`src/rtl/add_pipe_cla.sv`:
```
// ============================================================================
// Module   : add_pipe_cla
// Purpose  : Pipelined carry-lookahead adder/subtractor. The operand is cut
//            into STAGES = WIDTH/GROUP groups; stage k resolves group k with
//            a full in-group lookahead and registers the group carry forward.
//            Unprocessed upper operand bits travel down the pipe skewed, and
//            completed lower sum groups accumulate alongside them.
//            A global advance enable gives full back-pressure: when the
//            output is held, every stage holds.
// Ports    : clk, rst_n (async, active-low)
//            in_valid/in_ready, a, b, cin, sub   - operand beat
//            out_valid/out_ready, sum, cout, ovf - result beat
//            sub=0: sum = a + b + cin ; sub=1: sum = a - b - cin
//            cout in sub mode is the inverted borrow (1 = no borrow).
// Options  : `define ADD_PIPE_SAT_EN to saturate sum on signed overflow.
// Revision : 1.0 - initial release
// ============================================================================
`default_nettype none
`timescale 1ns/1ps

module add_pipe_cla #(
  parameter int WIDTH = 32,
  parameter int GROUP = 8
) (
  input  logic             clk,
  input  logic             rst_n,
  input  logic             in_valid,
  output logic             in_ready,
  input  logic [WIDTH-1:0] a,
  input  logic [WIDTH-1:0] b,
  input  logic             cin,
  input  logic             sub,
  output logic             out_valid,
  input  logic             out_ready,
  output logic [WIDTH-1:0] sum,
  output logic             cout,
  output logic             ovf
);

  localparam int STAGES = WIDTH / GROUP;

  if ((WIDTH % GROUP) != 0) begin : g_param_check
    $error("add_pipe_cla: WIDTH must be a multiple of GROUP");
  end

  // One shared enable: the pipe moves only when the output slot is empty
  // or being drained, so every stage shifts (or holds) in lock-step.
  logic adv;
  assign adv      = !out_valid | out_ready;
  assign in_ready = adv;

  // Group adder with prefix lookahead: each carry is formed from the
  // accumulated group generate/propagate and the group carry-in, so no
  // carry depends on a lower in-group carry signal. Returns {cout, sum}.
  function automatic logic [GROUP:0] cla_group(input logic [GROUP-1:0] x,
                                               input logic [GROUP-1:0] y,
                                               input logic             ci);
    logic [GROUP-1:0] g;
    logic [GROUP-1:0] p;
    logic [GROUP:0]   c;
    logic             gg;
    logic             pp;
    g    = x & y;
    p    = x ^ y;
    c[0] = ci;
    gg   = 1'b0;
    pp   = 1'b1;
    for (int i = 0; i < GROUP; i++) begin
      gg       = g[i] | (p[i] & gg);
      pp       = pp & p[i];
      c[i+1]   = gg | (pp & ci);
    end
    return {c[GROUP], p ^ c[GROUP-1:0]};
  endfunction

  for (genvar k = 0; k < STAGES; k++) begin : g_stage
    localparam int REM = WIDTH - k*GROUP;   // operand bits still unprocessed
    localparam int SW  = (k+1)*GROUP;       // sum bits complete after stage

    logic [REM-1:0] a_in;
    logic [REM-1:0] b_in;
    logic           c_in;
    logic           v_in;
    logic [GROUP:0] res;
    logic [SW-1:0]  s_raw;
    logic [SW-1:0]  s_next;
    logic           v_q;
    logic           c_q;
    logic [SW-1:0]  s_q;

    if (k == 0) begin : g_head
      // Subtract as A + ~B + !cin.
      assign a_in  = a;
      assign b_in  = sub ? ~b : b;
      assign c_in  = cin ^ sub;
      assign v_in  = in_valid;
      assign s_raw = res[GROUP-1:0];
    end else begin : g_body
      assign a_in  = g_stage[k-1].g_fwd.a_q;
      assign b_in  = g_stage[k-1].g_fwd.b_q;
      assign c_in  = g_stage[k-1].c_q;
      assign v_in  = g_stage[k-1].v_q;
      assign s_raw = {res[GROUP-1:0], g_stage[k-1].s_q};
    end

    assign res = cla_group(a_in[GROUP-1:0], b_in[GROUP-1:0], c_in);

    always_ff @(posedge clk or negedge rst_n) begin
      if (!rst_n) begin
        v_q <= 1'b0;
        c_q <= 1'b0;
        s_q <= '0;
      end else if (adv) begin
        v_q <= v_in;
        c_q <= res[GROUP];
        s_q <= s_next;
      end
    end

    if (k < STAGES-1) begin : g_fwd
      // Upper groups not yet added, shifted down to start at bit 0.
      logic [REM-GROUP-1:0] a_q;
      logic [REM-GROUP-1:0] b_q;
      assign s_next = s_raw;
      always_ff @(posedge clk or negedge rst_n) begin
        if (!rst_n) begin
          a_q <= '0;
          b_q <= '0;
        end else if (adv) begin
          a_q <= a_in[REM-1:GROUP];
          b_q <= b_in[REM-1:GROUP];
        end
      end
    end else begin : g_last
      logic ovf_d;
      logic ovf_q;
      // Carry-into-MSB XOR carry-out-of-MSB, written in its equivalent
      // operand-sign form: like-signed operands producing an unlike sign.
      // a_in[GROUP-1] is the original MSB of A, b_in[GROUP-1] that of B'.
      assign ovf_d = (a_in[GROUP-1] == b_in[GROUP-1]) &&
                     (res[GROUP-1] != a_in[GROUP-1]);
`ifdef ADD_PIPE_SAT_EN
      assign s_next = !ovf_d         ? s_raw :
                      a_in[GROUP-1]  ? {1'b1, {(WIDTH-1){1'b0}}} :
                                       {1'b0, {(WIDTH-1){1'b1}}};
`else
      assign s_next = s_raw;
`endif
      always_ff @(posedge clk or negedge rst_n) begin
        if (!rst_n) begin
          ovf_q <= 1'b0;
        end else if (adv) begin
          ovf_q <= ovf_d;
        end
      end
    end
  end

  assign out_valid = g_stage[STAGES-1].v_q;
  assign sum       = g_stage[STAGES-1].s_q;
  assign cout      = g_stage[STAGES-1].c_q;
  assign ovf       = g_stage[STAGES-1].g_last.ovf_q;

endmodule

`default_nettype wire
```
`config.mk`:
```
export PLATFORM = sky130hd
export DESIGN_NAME = add_pipe_cla
export DESIGN_NICKNAME = d
export VERILOG_FILES = /design/src/rtl/add_pipe_cla.sv
export SDC_FILE = /design/constraint.sdc
export NUM_CORES = 1
export LEC_CHECK = 0
export BUFFER_PORTS_ARGS = -buffer_cell sky130_fd_sc_hd__buf_2
export CORE_MARGIN = 1
export CORE_UTILIZATION = 35
export DETAILED_ROUTE_END_ITERATION = 8
export GPL_TIMING_DRIVEN = 0
export HOLD_SLACK_MARGIN = 0.1
export SETUP_SLACK_MARGIN = 0.4
export SLEW_MARGIN = 20
export SYNTH_ARGS = -nofsm -noshare
export SYNTH_HDL_FRONTEND = slang
export SYNTH_SLANG_ARGS = --single-unit
```
`constraint.sdc`:
```
create_clock -name clk -period 2.8 [get_ports clk]
set_clock_uncertainty 0.2 [all_clocks]
set_input_delay 0.56 -clock clk [delete_from_list [all_inputs] [get_ports clk]]
set_output_delay 0.56 -clock clk [all_outputs]
set_load 0.01 [all_outputs]
```
==> results.py <==
metrics = {
    "run_status": {
        "status": "complete, no violations",
    },
    "floorplanning": {
        "die_w_um": 156,
        "start_util": 0.357,
        "num_rows": 56,
        "io_pins": 106,
        "die_area_mm2": 0.0245,
        "dieHeight_um": 156,
        "core_area_mm2": 0.0234,
    },
    "cells_and_area": {
        "drive_gt1_frac": 0.163,
        "final_cells": 1361,
        "register_area_mm2": 0.00463,
        "n_antenna_cell": 0,
        "fillerInstances": 2385,
        "finalNetCount": 1136,
        "final_core_util": 0.429,
        "area_delta_synth_final_pct": 20.3,
        "multi_input_area_mm2": 0.00352,
    },
    "clock_network": {
        "clock-sinks": 185,
        "cts_tree": "done",
        "clkTransAtPathRegs_ns": 0.07,
        "clockBufferDepth": 2,
        "h-tree-depth": 4,
        "cts_root_buf": "clkbuf_16",
        "numCtsBuffers": 17,
        "clk_latency_ns": 0.43,
    },
    "yosys": {
        "ys_types": 39,
        "synth_commonest_cells": "424 x nand2_1, 185 x dfrtp_1, 48 x o21ai_0",
        "ys_top_cells_by_area": "dfrtp_1 55%, nand2_1 19%, ha_1 4.8%, xnor2_1 3.8%, o21ai_0 2.9%",
        "syn_area_per_cell_um2": 9.27,
        "yosys_warnings": 0,
        "yosys.cell_count.top_type": "nand2_1",
        "synth_ff_type": "dfrtp_1",
        "ys_ff_latch": 185,
        "synthCells": 900,
        "yosysTopAreaCell": "dfrtp_1",
        "syn-num-nets": 1006,
        "synth_area_mm2": 0.00835,
        "netlist.area_leader.share": 0.555,
        "seq_area_frac_synth": 0.555,
        "synth-edff-count": 0,
        "async_reset_ff_frac": 1.00,
    },
    "worst_setup_path": {
        "arrival_ns": 1.59,
        "rr_endpoint": "g_stage[2].s_q[23]",
        "crit_buf_inv": 5,
        "crit_fanout": 10,
        "slowest_delay_ns": 0.33,
        "path_common_cell": "buf_4",
        "r2r_slack_ns": 0.52,
        "worstPathRequired_ns": 2.04,
        "crit_chain": "nor2b_2, buf_4, inv_1, buf_6, buf_8, buf_4",
        "crit_path_end_kind": "output port",
        "criticalPathCategory": "register to output port",
        "cp_slowest_cell": "dfrtp_1",
        "r2r_start": "g_stage[1].g_fwd.a_q[0]",
        "reg2regPathDepth": 6,
        "crit_family": "buffers and inverters",
        "worstSetupStartpointType": "register",
    },
    "detailed_routing": {
        "dr_total_vias": 6176,
        "route.detailed.drc": 0,
        "wl_per_cell_um": 14.2,
        "ant_nets": 0,
        "drtIter0Drc": 249,
        "dr.pass1.iters": 4,
        "drt-total-wl_um": 19400,
        "viasPerCell": 4.54,
    },
    "pwr": {
        "p_switching_mw": 4.16,
        "seqPwrFrac": 0.404,
        "internal-power_mw": 7.14,
        "clkPwrFrac": 0.223,
        "leakage_nw": 5.04,
        "ir_drop_mv": 0.383,
        "combPwrFrac": 0.372,
        "power_density_mw_per_mm2": 1120,
        "switching_share": 0.368,
    },
    "min_path": {
        "hp-class": "input pin to register",
        "holdCritStartpoint": "a[13]",
        "hold_path_end": "g_stage[0].g_fwd.a_q[5]",
        "hold_depth": 3,
    },
    "sta": {
        "period_share": 0.839,
        "drv_slew": 0,
        "finalCriticalPeriod_ns": 2.35,
        "setup_viol": 0,
        "tightestPinTransition_ns": 0.677,
        "tns_ns": 0,
        "slew_headroom": 0.548,
        "rsz0062_at_grt": "true",
        "fmaxAchievable_mhz": 425,
        "hold_slack_ns": 0.124,
        "final-hold-violation-count": 0,
    },
    "placement": {
        "portBuffers": 104,
        "globalplace.congestion": 0.782,
        "place_hpwl_um": 14300,
        "placed_cells": 1325,
    },
    "flow_run": {
        "maxCapViolations": 0,
    },
    "global_routing": {
        "grt_max_degree": 77,
        "gr-usage-all-layers": 0.171,
        "grt_pass1_vias": 6083,
        "grt_overflow": 0,
        "grt_first_pass_wirelength_um": 31800,
        "antenna_found_initial": 0,
    },
}
how the worst max path moves through the flow:
stage | startpoint | end | cells after the start
floorplan | sub | g_stage[0].s_q[6] | 9
global placement | rst_n | g_stage[0].g_fwd.b_q[10] | 1
detailed placement | sub | g_stage[0].s_q[6] | 9
CTS | out_valid | in_ready | 6
global route | sub | g_stage[0].s_q[6] | 9
finish | out_valid | in_ready | 6
cell usage in the layout (no fill, tap or decap), drive strengths merged, types with 2 or more instances in the layout:
cell type  count
a211oi         7
a21o           8
a21oi         24
a31o           2
a31oi          3
and2           2
buf          126
bufinv         3
clkbuf        50
clkinv         4
clkinvlp       2
dfrtp        185
fa             4
ha            32
inv            5
nand2        424
nand4b         2
nor2          19
nor3           5
o21a           8
o21ai         49
o21bai         3
o221a          2
o22ai          2
o31ai          6
or3            4
xnor2         36
xor2          19
cell type report:
class / instances / share of cell area
clock buffers: 21 / 0.0478
well taps: 319 / 0.0397
repair buffers: 111 / 0.0625
flip-flops and latches: 185 / 0.461
multi-input cells: 666 / 0.351
plain buffers: 45 / 0.0226
inverters: 4 / 0.00150
clock inverters: 10 / 0.0141
flip-flops by register name, summed over array words and instances (netlist names), 3 cells and up:
register,count
g_stage.g_fwd.a_q,48
g_stage.v_q,3
sum,32
g_stage.c_q,3
g_stage.s_q,48
g_stage.g_fwd.b_q,48
logic make-up (layout without fill, tap and decap cells):
| kind of cell | Yosys count | in the layout | synth area share |
|---|---|---|---|
| flops | 185 | 185 | 0.555 |
| simple gates | 458 | 458 | 0.211 |
| fa+ha+maj | 36 | 36 | 0.0576 |
| buf+inv | 49 | 191 | 0.0240 |
| compound gates | 116 | 116 | 0.0917 |
| xor+xnor | 55 | 55 | 0.0600 |
| mux | 1 | 1 | 0.00120 |
power groups by stage:
stage	Sequential (mW)	Clock (mW)	Combinational (mW)
detailed placement	4.62	0	4.21
global route	4.73	2.68	4.83
CTS	4.58	2.57	4.27
finish	4.57	2.52	4.21
global placement	4.59	0	4.11
floorplan	4.55	0	2.92
routing by layer:
layer,wire length [um],GRT usage,vias to the layer above
met5,0,0,-
met4,486,0.0672,0
met3,644,0.0335,26
met2,9210,0.283,99
met1,9040,0.221,2907
li1,-,-,3144
per-stage QoR:
step | setup slack, ns | area (um2) | total power, mW
final | 0.450 | 10000 | 11.3
after global routing | 0.397 | 10000 | 12.2
after CTS | 0.346 | 10000 | 11.4
after floorplan | 0.276 | 8360 | 7.47
after detailed placement | 0.00287 | 9350 | 8.83
after global placement | -2.10 | 9280 | 8.69
tightest hold or removal path, delay by kind of cell:
| kind | cells | cell delay [ns] |
|---|---|---|
| AND/OR/NAND/NOR | 2 | 0.09 |
| buffers and inverters | 1 | 0.08 |
timing repair:
action                                  4_1_cts  5_1_grt
hold buffers                                  1        0
hold endpoints to repair                     40        0
setup buffers                                 1        3
endpoints found under the setup margin        5       91
gates cloned                                  0        0
gates resized for setup                       7       15
No activity file was read; power rests on OpenSTA's default activity.
